--- config.mk ---
export PLATFORM = sky130hd
export DESIGN_NAME = time_report_tx
export DESIGN_NICKNAME = d
export VERILOG_FILES = /design/src/rtl/time_report_tx_pkg.sv /design/src/rtl/time_report_tx_bin2dec99.sv /design/src/rtl/time_report_tx.sv
export SDC_FILE = /design/constraint.sdc
export NUM_CORES = 1
export LEC_CHECK = 0
export ABC_CLOCK_PERIOD_IN_PS = 5440
export CORE_UTILIZATION = 53
export CTS_BUF_LIST = sky130_fd_sc_hd__clkbuf_16
export CTS_CLUSTER_SIZE = 30
export DETAILED_ROUTE_END_ITERATION = 7
export GPL_TIMING_DRIVEN = 0
export HOLD_SLACK_MARGIN = 0.06
export PLACE_DENSITY = 0.78
export SLEW_MARGIN = 20
export SYNTH_ARGS = -nofsm -noshare
export SYNTH_HDL_FRONTEND = slang
export SYNTH_SLANG_ARGS = --single-unit
--- constraint.sdc ---
create_clock -name clk -period 5.44 [get_ports clk]
set_clock_uncertainty 0.1 [all_clocks]
set_input_delay 0.544 -clock clk [delete_from_list [all_inputs] [get_ports clk]]
set_output_delay 0.544 -clock clk [all_outputs]
set_load 0.1 [all_outputs]
--- src/rtl/time_report_tx_pkg.sv ---
// Shared definitions for the time report transmitter: state encoding,
// ASCII constants, frame lengths and index width.
package time_report_tx_pkg;

  typedef enum logic [1:0] {
    ST_IDLE = 2'd0,
    ST_SEND = 2'd1,
    ST_DONE = 2'd2
  } state_t;

  localparam logic [7:0] ASCII_ZERO  = 8'h30;
  localparam logic [7:0] ASCII_COLON = 8'h3A;
  localparam logic [7:0] ASCII_DOT   = 8'h2E;
  localparam logic [7:0] ASCII_CR    = 8'h0D;
  localparam logic [7:0] ASCII_LF    = 8'h0A;

  localparam int FRAME_LEN_CRLF    = 13;
  localparam int FRAME_LEN_NO_CRLF = 11;
  localparam int IDX_W             = 4;
  localparam int NUM_FIELDS        = 4;

endpackage

--- src/rtl/time_report_tx_bin2dec99.sv ---
// Combinational 7-bit binary to two ASCII decimal digits, saturating at 99.
module bin2dec99
  import time_report_tx_pkg::*;
(
  input  logic [6:0] value,
  output logic [7:0] tens,
  output logic [7:0] ones
);

  logic [6:0] clamped;
  logic [6:0] tens_val;
  logic [6:0] ones_val;

  always_comb begin
    clamped  = (value > 7'd99) ? 7'd99 : value;
    tens_val = clamped / 7'd10;
    ones_val = clamped % 7'd10;
    tens     = ASCII_ZERO + {1'b0, tens_val};
    ones     = ASCII_ZERO + {1'b0, ones_val};
  end

endmodule

--- src/rtl/time_report_tx.sv ---
// Sends a snapshot of the time inputs as "HH:MM:SS.CC" (plus optional CR LF)
// one byte at a time over a valid/ready UART transmit interface.
module time_report_tx
  import time_report_tx_pkg::*;
#(
  parameter int SEND_CRLF = 1
) (
  input  logic       clk,
  input  logic       rst,
  input  logic       i_req,
  input  logic [6:0] i_msec,
  input  logic [5:0] i_sec,
  input  logic [5:0] i_min,
  input  logic [4:0] i_hour,
  output logic [7:0] o_tx_data,
  output logic       o_tx_valid,
  input  logic       i_tx_ready,
  output logic       o_busy,
  output logic       o_done
);

  localparam int FRAME_LEN = (SEND_CRLF != 0) ? FRAME_LEN_CRLF : FRAME_LEN_NO_CRLF;
  localparam logic [IDX_W-1:0] LAST_IDX = IDX_W'(FRAME_LEN - 1);

  state_t           state_reg, state_next;
  logic [IDX_W-1:0] idx_reg, idx_next;
  logic [6:0]       snap_reg [NUM_FIELDS];
  logic [6:0]       field_in [NUM_FIELDS];
  logic [7:0]       tens [NUM_FIELDS];
  logic [7:0]       ones [NUM_FIELDS];
  logic [7:0]       cur_byte;
  logic [7:0]       hold_reg;

  // Field order in the frame: hour, minute, second, centisecond.
  assign field_in[0] = {2'b00, i_hour};
  assign field_in[1] = {1'b0, i_min};
  assign field_in[2] = {1'b0, i_sec};
  assign field_in[3] = i_msec;

  generate
    for (genvar gi = 0; gi < NUM_FIELDS; gi++) begin : g_field
      bin2dec99 u_conv (
        .value (snap_reg[gi]),
        .tens  (tens[gi]),
        .ones  (ones[gi])
      );
    end
  endgenerate

  always_ff @(posedge clk) begin
    if (rst) begin
      state_reg <= ST_IDLE;
      idx_reg   <= '0;
      hold_reg  <= '0;
      for (int i = 0; i < NUM_FIELDS; i++) snap_reg[i] <= '0;
    end else begin
      state_reg <= state_next;
      idx_reg   <= idx_next;
      if (state_reg == ST_IDLE && i_req) begin
        for (int i = 0; i < NUM_FIELDS; i++) snap_reg[i] <= field_in[i];
      end
      // Remember the presented byte so the output holds it once the frame ends.
      if (state_reg == ST_SEND) hold_reg <= cur_byte;
    end
  end

  always_comb begin
    state_next = state_reg;
    idx_next   = idx_reg;
    case (state_reg)
      ST_IDLE: begin
        if (i_req) begin
          state_next = ST_SEND;
          idx_next   = '0;
        end
      end
      ST_SEND: begin
        if (i_tx_ready) begin
          if (idx_reg == LAST_IDX) state_next = ST_DONE;
          else                     idx_next   = idx_reg + 4'd1;
        end
      end
      ST_DONE: state_next = ST_IDLE;
      default: state_next = ST_IDLE;
    endcase
  end

  always_comb begin
    case (idx_reg)
      4'd0:    cur_byte = tens[0];
      4'd1:    cur_byte = ones[0];
      4'd2:    cur_byte = ASCII_COLON;
      4'd3:    cur_byte = tens[1];
      4'd4:    cur_byte = ones[1];
      4'd5:    cur_byte = ASCII_COLON;
      4'd6:    cur_byte = tens[2];
      4'd7:    cur_byte = ones[2];
      4'd8:    cur_byte = ASCII_DOT;
      4'd9:    cur_byte = tens[3];
      4'd10:   cur_byte = ones[3];
      4'd11:   cur_byte = ASCII_CR;
      4'd12:   cur_byte = ASCII_LF;
      default: cur_byte = 8'h00;
    endcase
  end

  always_comb begin
    o_tx_valid = (state_reg == ST_SEND);
    o_busy     = (state_reg != ST_IDLE);
    o_done     = (state_reg == ST_DONE);
    o_tx_data  = (state_reg == ST_SEND) ? cur_byte : hold_reg;
  end

endmodule

==> run metrics, run 1 <==
Cell Area, Placed roughly 0.0045 mm^2; pin count of the biggest net entering global routing 28; met1 usage 36.0%; Synth warnings 0; crit path max fanout 4; Reg2Reg Depth 22; sequential-to-total area share from yosys stat roughly a quarter; first-pass GRT wire length 17.3 mm; hold_ws 0.395 ns; Sink Count 38; CTS tree built; fin. max-slew vios 0; VDD IR max 0.167 mV; post-synth net total 527; I/O pins 39; Worst Path Arrival between 4 and 5 ns; Initial Util ~54%; met2 GRT Util 48.5%; Data required, critical path 4.80 ns; Syn Area/Cell about 8.1 um^2; Max Cap Viol 0; Routed WL 10.9 mm; Via density 6.21; GP Congestion between 0.9 and 1; Peak Freq 0.183 GHz; Levels on crit path 23; CP max stage delay ~0.4 ns; diodes inserted 0; worst skew pair latency around 0.28 ns; Slowest cell on crit path edfxtp_1; worst slew pin tran a little under 1 ns; nets between 600 and 700; Die ar. a little under 0.008 mm^2; WP buf/inv 4; Largest register FFs 24; leading area contributor after synthesis edfxtp_1; Slew HR between 30% and 40%; IO Port Bufs 37; Area contributors post-synth edfxtp_1, dfxtp_1, and2_1, ha_1, nand2_1; post-detail-place hpwl between 7 and 8 mm; initial antenna violation count 0; Post-synth top flop edfxtp_1; vias slightly above 4k; Synth cell types 86; Power Density about 250 mW/mm^2; flops & latches, synth 38; Initial DRT Pass Iterations 5; Final Power around 0.0013 W; share of the synthesized area in the top cell type between 15 and 20%; CP Capture Type output pin; DRC Markers 0; fin worst setup slack -0.0303 ns; Syn Std Cell Area 0.00393 mm^2; post-layout minimum cycle time roughly 5.5 ns; gr usage total 28.4%; P_leak roughly 2.0 nW; Multi-input gate area around 0.0029 mm^2; DR iter-0 viols 248; final hold vios 0; H-tree levels 2; RSZ-0062 raised after global routing yes; die height roughly 90 um; CP Cell Sequence buf_6, nand2_4, and2_4, ha_4, nand4b_1, o311a_4, inv_4, ha_4, or3b_4, o221a_4, a32o_2, o211ai_1, nand2_1, xnor2_2, inv_2, ha_4, maj3_2, a211oi_4, xor2_2, o211ai_4, a211o_4, nand2_8, buf_12; clock root buffer clkbuf_16; status finished with violations; violated checks negative setup slack; met3 Usage GRT 5.37%; Reg clk slew, reported paths 0.06 ns; fill cell count 568; remaining antenna violation count 0; Die W between 80 and 90 um; Storage cell area between 0.001 and 0.0015 mm^2; maximum clock insertion buffer count 2; Core Rows 31; Core Box Area between 0.007 and 0.008 mm^2; Synth Instances 484; Post-synth EDFFs 24; Hold Path Depth 1; global route overflow 0; Sum Neg Setup Slack -0.0303 ns; ys async rst share 0%; grt peak-use layer met2; design area slightly above 0.005 mm^2; Setup Crit Path Kind reg -> out; Worst path most repeated cell ha_4; Final setup viols 1; Worst Setup Start Kind flop; routed length per instance between 15 and 20 um; CTS buffer count 5; Final Core Density a little under three quarters; share of cells above drive strength 1 19.0%; final period utilization 101%; Top delay family on crit path compound AO/OA/AOI/OAI gates; Hold WC Path Type reg -> reg; area grow syn2layout 30.7%; vias in the first global route about 3.7k
power breakdown:
group / internal [W] / switching, W / leakage [nW]
clock: 0.000215 / 0.000116 / 0.0812
sequential: 0.000328 / 0.0000179 / 0.374
combinational: 0.000273 / 0.000359 / 1.50
cells by family (layout without fill, tap and decap cells):
family / count (synthesis) / after routing / synth area share [%]
multiplexers: 14 / 14 / 3.66
AND/OR/NAND/NOR: 194 / 194 / 27.0
adder cells (fa/ha/maj): 16 / 16 / 5.03
AO/OA/AOI/OAI: 153 / 153 / 29.9
buffers and inverters: 56 / 136 / 6.02
XOR/XNOR: 13 / 13 / 2.90
flip-flops: 38 / 38 / 25.5
layout by cell type (no fill, tap or decap), types with 13 or more instances in the layout:
master and instances:
inv_1 23, nand2_1 33, buf_4 36, and2_1 35, clkbuf_1 24, nor2b_1 13
clkdlybuf4s50_1 29, nor2_1 32, o21ai_0 21, a21oi_1 22, edfxtp_1 24, dfxtp_1 14
nand2b_1 16
what timing repair did:
| action | CTS | global route |
|---|---|---|
| buffers inserted | 28 | 10 |
| gates resized for setup | 58 | 31 |
| endpoints found under the setup margin | 8 | 8 |
| pin swaps | 17 | 14 |
| hold buffers | 0 | 0 |
cells in the mapped netlist, types with 4 or more instances:
master    number
and2_1        36
o22ai_1        8
a21oi_1       25
edfxtp_1      24
xor2_1         4
a311oi_1       4
a31oi_1        8
clkbuf_1      26
ha_1          15
nor2_1        32
a22oi_1        4
mux2i_1       11
nor3b_1        4
a211o_1        4
nand2b_1      16
or3_1          4
nand2_1       37
nor3_1         8
a211oi_1      10
and3_1         5
nand3_1       12
inv_1         24
o211ai_1       5
xnor2_1        9
o21ai_0       21
dfxtp_1       14
nor2b_1       13
a221oi_1       5
cell type report:
class | instances | area share [%]
Multi-Input combinational cell | 390 | 57.4
Sequential cell | 38 | 19.5
Timing Repair Buffer | 74 | 13.0
Buffer | 28 | 2.49
Clock buffer | 5 | 2.44
Tap cell | 99 | 2.41
Inverter | 26 | 2.00
Clock inverter | 3 | 0.804
metal layers:
| layer | vias up | part of all wire [%] |
|---|---|---|
| met1 | 1922 | 42 |
| met4 | 0 | 2.5 |
| met5 | - | 0 |
| met3 | 35 | 6.4 |
| li1 | 1967 | - |
| met2 | 192 | 49 |
stage by stage:
stage | cells | setup slack [ns]
finish | 663 | -0.0303
CTS | 655 | -0.000872
detailed placement | 620 | -1.51
global route | 663 | -0.202
global placement | 620 | -1.42
floorplan | 484 | -0.151
worst paths after layout:
check	from	end	slack [ns]
worst min register to register	state_reg[1]$_SDFFE_PP0P_	state_reg[0]$_SDFFE_PP0P_	0.39
worst min-delay path	state_reg[1]$_SDFFE_PP0P_	state_reg[0]$_SDFFE_PP0P_	0.39
worst max-delay path	snap_reg[3][6]$_SDFFCE_PN0P_	o_tx_data[7]	-0.03
worst max register to register	snap_reg[3][6]$_SDFFCE_PN0P_	hold_reg[7]$_SDFF_PP0_	0.86
Note: power is estimated with default switching activity, not from simulation.
==> run 2: changes to the inputs <==
--- a/config.mk
+++ b/config.mk
@@ -6,13 +6,15 @@
 export NUM_CORES = 1
 export LEC_CHECK = 0
 export ABC_CLOCK_PERIOD_IN_PS = 5440
-export CORE_UTILIZATION = 53
-export CTS_BUF_LIST = sky130_fd_sc_hd__clkbuf_16
+export CORE_UTILIZATION = 54
+export CTS_BUF_LIST = sky130_fd_sc_hd__clkbuf_2 sky130_fd_sc_hd__clkbuf_4 sky130_fd_sc_hd__clkbuf_8
 export CTS_CLUSTER_SIZE = 30
 export DETAILED_ROUTE_END_ITERATION = 7
 export GPL_TIMING_DRIVEN = 0
 export HOLD_SLACK_MARGIN = 0.06
-export PLACE_DENSITY = 0.78
+export PLACE_DENSITY = 0.79
+export RECOVER_POWER = 50
+export REMOVE_ABC_BUFFERS = 1
 export SLEW_MARGIN = 20
 export SYNTH_ARGS = -nofsm -noshare
 export SYNTH_HDL_FRONTEND = slang
==> run 2 against run 1 <==
Against the previous run: the flow still finishes with violations (negative setup slack); core utilization down 2.7 points; setup slack better by 0.011 ns; die area down 1.8%; final cell count down 7.1%; register-to-register slack worse by 0.20 ns; flip-flop and latch count unchanged; critical endpoint unchanged; highest routed layer unchanged.
==> run metrics, run 2 (synthesis results as in run 1) <==
die height 87.3 um (was 88.1 um); worst skew pair latency 0.30 ns (was 0.28 ns); fin. max-slew vios 0 (unchanged); Switching Power 0.000457 W (was 0.000493 W); Die ar. 0.00762 mm^2 (was 0.00776 mm^2); RR Startpoint snap_reg[3][5]$_SDFFCE_PN0P_ (was snap_reg[3][6]$_SDFFCE_PN0P_); routed length per instance 16.5 um (was 16.4 um); met1 usage 33.1% (was 36.0%); Critical Path End o_tx_data[7] (unchanged); Power Density 252 mW/mm^2 (was 255 mW/mm^2); CTS tree built (unchanged); pin count of the biggest net entering global routing 28 (unchanged); diodes inserted 0 (unchanged); Routed WL 10.1 mm (was 10.9 mm); Die W 87.3 um (was 88.1 um); Internal Power 0.000735 W (was 0.000816 W); worst hold path startpoint hold_reg[7]$_SDFF_PP0_ (was state_reg[1]$_SDFFE_PP0P_); Largest register FFs 24 (unchanged); initial antenna violation count 0 (unchanged); fill cell count 576 (was 568); Final Non-Filler Cells 616 (was 663); Slowest cell on crit path edfxtp_1 (unchanged); VDD IR max 0.128 mV (was 0.167 mV); Worst path most repeated cell ha_4 (unchanged); Hold WC Path Type reg -> reg (unchanged); Cells after DPL 588 (was 620); final hold vios 0 (unchanged); Core Rows 30 (was 31); H-tree levels 2 (unchanged); CP max stage delay 0.41 ns (about the same); Via density 6.24 (was 6.21); Setup Crit Path Kind reg -> out (unchanged); combinational share of power 44.8% (was 48.3%); Worst Setup Start Kind flop (unchanged); P_leak 1.81 nW (was 1.96 nW); share of cells above drive strength 1 15.2% (was 19.0%); status finished with violations (unchanged); Slew HR 19.9% (was 33.8%); Worst R2R Setup Slack 0.66 ns (was 0.86 ns); Initial Util 56.9% (was 54.4%); IO Port Bufs 38 (was 37); maximum clock insertion buffer count 2 (unchanged); crit path max fanout 4 (unchanged); Data required, critical path 4.80 ns (about the same); Cell Area, Placed 0.00429 mm^2 (was 0.00451 mm^2); commonest non-fill, non-tap cell in the layout and2_1 (was buf_4); met2 GRT Util 45.5% (was 48.5%); post-layout minimum cycle time 5.46 ns (was 5.47 ns); GP Congestion 0.965 (was 0.994); global route overflow 0 (unchanged); area grow syn2layout 20.4% (was 30.7%); design area 0.00473 mm^2 (was 0.00513 mm^2); clock root buffer clkbuf_8 (was clkbuf_16); violated checks negative setup slack (unchanged); first-pass GRT wire length 16.0 mm (was 17.3 mm); Core Box Area 0.00691 mm^2 (was 0.00721 mm^2); vias in the first global route 3461 (was 3666); Storage cell area 0.00100 mm^2 (unchanged); switch share 38.4% (was 37.7%); DRC Markers 0 (unchanged); hold buffer count at CTS 0 (unchanged); Multi-input gate area 0.00283 mm^2 (was 0.00295 mm^2); RR Endpoint hold_reg[7]$_SDFF_PP0_ (unchanged); Reg power frac 30.3% (was 26.5%); fin worst setup slack -0.0188 ns (was -0.0303 ns); Place WS -1.73 ns (was -1.51 ns); nets 562 (was 606); vias 3846 (was 4116); gr usage total 26.4% (was 28.4%); Peak Freq 0.183 GHz (about the same); Final Power 0.00119 W (was 0.00131 W); Worst Path Arrival 4.81 ns (was 4.83 ns); Reg clk slew, reported paths 0.08 ns (was 0.06 ns); CTS buffer count 5 (unchanged); Reg2Reg Depth 23 (was 22); DR iter-0 viols 305 (was 248); clock share of power 25.0% (was 25.3%); crit path from snap_reg[3][5]$_SDFFCE_PN0P_ (was snap_reg[3][6]$_SDFFCE_PN0P_); CP Capture Type output pin (unchanged); Initial DRT Pass Iterations 5 (unchanged); worst slew pin tran 1.20 ns (was 0.990 ns); commonest non-fill, non-tap cells in the layout and2_1, nand2_1, nor2_1, clkdlybuf4s50_1, edfxtp_1 (was buf_4, and2_1, nand2_1, nor2_1, clkdlybuf4s50_1); remaining antenna violation count 0 (unchanged); final period utilization 100% (was 101%); RSZ-0062 raised after global routing yes (unchanged); Max Cap Viol 0 (unchanged); Sink Count 38 (unchanged); CP Cell Sequence nand2_2, and2_4, ha_4, nand4b_1, o311a_4, inv_4, ha_4, or3b_4, o221a_4, a32o_2, o211ai_1, nand2_1, xnor2_2, inv_2, ha_4, maj3_2, a211oi_4, xor2_2, o211ai_4, a211o_1, nand2_2, buf_12 (was buf_6, nand2_4, and2_4, ha_4, nand4b_1, o311a_4, inv_4, ha_4, or3b_4, o221a_4, a32o_2, o211ai_1, nand2_1, xnor2_2, inv_2, ha_4, maj3_2, a211oi_4, xor2_2, o211ai_4, a211o_4, nand2_8, buf_12); I/O pins 39 (unchanged); post-detail-place hpwl 7.08 mm (was 7.53 mm); grt peak-use layer met2 (unchanged); met3 Usage GRT 3.79% (was 5.37%); Final setup viols 1 (unchanged)
==> run 2: changes by cell type in the layout (fill, tap and decap cells not counted), sizes merged <==
cell,before,now
clkbuf,31,5
inv,26,25
clkinvlp,1,0
clkinv,1,2
buf,46,28
bufinv,1,2
clkdlybuf4s15,1,0
dlygate4sd3,0,1
==> run 2: worst min path at each step <==
stage | endpoint | slack [ns] | cells after the start
2_1_floorplan | state_reg[0]$_SDFFE_PP0P_ | 0.34 | 1
3_3_place_gp | hold_reg[7]$_SDFF_PP0_ | 0.36 | 2
3_5_place_dp | hold_reg[7]$_SDFF_PP0_ | 0.37 | 2
4_1_cts | hold_reg[7]$_SDFF_PP0_ | 0.40 | 2
5_1_grt | state_reg[0]$_SDFFE_PP0P_ | 0.44 | 1
6_report | hold_reg[7]$_SDFF_PP0_ | 0.41 | 2
==> run 2: repair_timing <==
item                       4_1_cts  5_1_grt
gates resized for setup         62       22
pin swaps                       13       16
setup buffers                   15        6
setup endpoints to repair       12        8
==> run 2: worst max-delay path, delay by kind of cell, from the launching register on <==
kind | cells | cell delay, ns
compound gates | 7 | 1.46
simple gates | 6 | 1.01
xor+xnor | 2 | 0.46
buf+inv | 3 | 0.29
fa+ha+maj | 4 | 0.87
flops | 1 | 0.41
==> run 2: area by class of cell <==
cell class	instances	share of cell area [%]
Clock buffer	5	1.46
Timing Repair Buffer	58	11.5
Multi-Input combinational cell	390	59.8
Inverter	26	2.12
Tap cell	96	2.54
Clock inverter	3	1.46
Sequential cell	38	21.2
==> run 2: through the flow <==
stage,hold WS [ns],setup TNS [ns],util [%]
6_report,0.408,-0.0188,68.5
5_1_grt,0.435,-0.490,68.5
4_1_cts,0.404,0,67.0
3_5_place_dp,0.374,-11.63,62.1
3_3_place_gp,0.363,-10.76,62.1
2_1_floorplan,0.344,-4.34,-
==> run 2: power by group through the flow <==
stage	combinational [W]	clock, W	sequential, W
floorplan	0.000348	0	0.000360
global placement	0.000435	0	0.000370
detailed placement	0.000444	0	0.000371
CTS	0.000494	0.000299	0.000360
global route	0.000574	0.000307	0.000365
finish	0.000534	0.000298	0.000361
==> run 2: routing by layer <==
layer / part of all wire (%) / vias to the layer above
li1: - / 1886
met1: 43 / 1808
met2: 50 / 125
met3: 4.6 / 27
met4: 2.6 / 0
met5: 0 / -
==> patch, RTL diff (config.mk and constraints of run 2) <==
Encoding of `state_t`: now one-hot (3 bits for 3 states).
--- a/src/rtl/time_report_tx_pkg.sv
+++ b/src/rtl/time_report_tx_pkg.sv
@@ -2,10 +2,10 @@
 // ASCII constants, frame lengths and index width.
 package time_report_tx_pkg;
 
-  typedef enum logic [1:0] {
-    ST_IDLE = 2'd0,
-    ST_SEND = 2'd1,
-    ST_DONE = 2'd2
+  typedef enum logic [2:0] {
+    ST_IDLE = 3'b001,
+    ST_SEND = 3'b010,
+    ST_DONE = 3'b100
   } state_t;
 
   localparam logic [7:0] ASCII_ZERO  = 8'h30;
Formal check against the unedited RTL: no difference found for any inputs over 10 cycles, from zero or initial values and one cycle with rst high; not proved beyond that.
==> patch against run 2 <==
Wire length shrank 2.5%. Worst setup slack gained 0.18 ns. Fmax grew 3.3%. Combinational power shrank 10%. Global-route usage shrank 0.77 points. Sequential cell count grew 1. Clock power shrank 14%. Area after synthesis grew 3.4%. Total power shrank 6.9%. Final cell count grew 0.65%. Sequential share of layout area grew 0.80 points. Register-to-register slack gained 0.47 ns. Design area shrank 1.7%.
==> patch: results (changes against run 2) <==
| Metric | Value |
|---|---|
| Gp weighted congestion | 0.923 (-4.4%) |
| Postcts setup bufs | 5 (-10) |
| # clk buffers | 6 (+1) |
| Outcome | finished clean |
| Clock Power Share | 0.232 (-0.018) |
| Max FO, Critical Path | 7 (+3) |
| DRT Pass-1 Iters | 6 (+1) |
| Layout filler cell count | 645 (+12%) |
| Post-placement setup slack | -1.48 ns (+0.246 ns) |
| Mean Syn Cell Area | 8.16 sq um (+0.50%) |
| Flop and latch count out of synthesis | 39 (+2.6%) |
| Clk. pwr | 0.000257 W (-14%) |
| Layout cells sized above 1 | 0.140 (-0.0118) |
| Cell internal pwr | 0.000686 W (-6.7%) |
| Synth Area in Adders | 0.0518 (+0.00142) |
| Register area | 1020 sq um (+2.0%) |
| Final Util | 0.641 (-0.0438) |
| Final Net Count | 563 (+0.18%) |
| CP Buf/Inv Count | 2 (-1) |
| Buffers, non-clock | 47 (-19%) |
| Die X | 88.7 microns (+1.7%) |
| Synth Area in Compound Gates | 0.305 (+0.00586) |
| Via density | 6.31 (+1.0%) |
| Multi-input gates | 404 (+3.6%) |
| Post-Synth XOR/XNOR Area | 0.0216 (-0.00743) |
| Global-route usage over all layers | 0.256 (-0.00773) |
| Multiplexer share of the synthesized area | 0.0339 (-0.00275) |
| Max incr delay on CP | 0.43 ns (+0.02 ns) |
| Final WL | 9880 microns (-2.5%) |
| Placed instance area | 4390 sq um (+2.5%) |
| Cell Count Post-Placement | 603 (+2.6%) |
| Post_cts resized | 46 (-26%) |
| DRT iter0 DRCs | 266 (-13%) |
| Clock-cell share of area | 0.0253 (-0.00380) |
| Netlist cell types | 91 (+5.8%) |
| DP Wirelength | 7090 microns (+0.17%) |
| Slew headroom | 0.110 (-0.0889) |
| Total number of vias | 3911 (+1.7%) |
| Worst reg-to-reg path cell count | 20 (-13%) |
| Non-clock buffer area fraction after layout | 0.0923 (-0.0222) |
| Vias in the first global route | 3352 (-3.1%) |
==> patch: cell count changes in the layout (fill, tap and decap cells not counted), moves of 4 or more <==
cell / change
a21oi_1: +14
and2_1: -6
buf_4: -9
mux2i_1: -4
nand2_1: +6
nand3_1: -5
o21ai_1: +4
==> patch: worst paths after layout <==
kind | start | endpoint | slack [ns]
setup / recovery | snap_reg[3][6]$_SDFFCE_PN0P_ | o_tx_data[6] | 0.16
hold / removal | hold_reg[0]$_SDFF_PP0_ | hold_reg[0]$_SDFF_PP0_ | 0.36
setup reg to reg | snap_reg[3][6]$_SDFFCE_PN0P_ | hold_reg[6]$_SDFF_PP0_ | 1.13
hold reg to reg | hold_reg[0]$_SDFF_PP0_ | hold_reg[0]$_SDFF_PP0_ | 0.36
==> patch: layer usage <==
metal / track usage / wire length [microns]
met5: 0 / 0
met3: 0.0410 / 482
met1: 0.332 / 4390
met4: 0.0836 / 219
met2: 0.436 / 4790
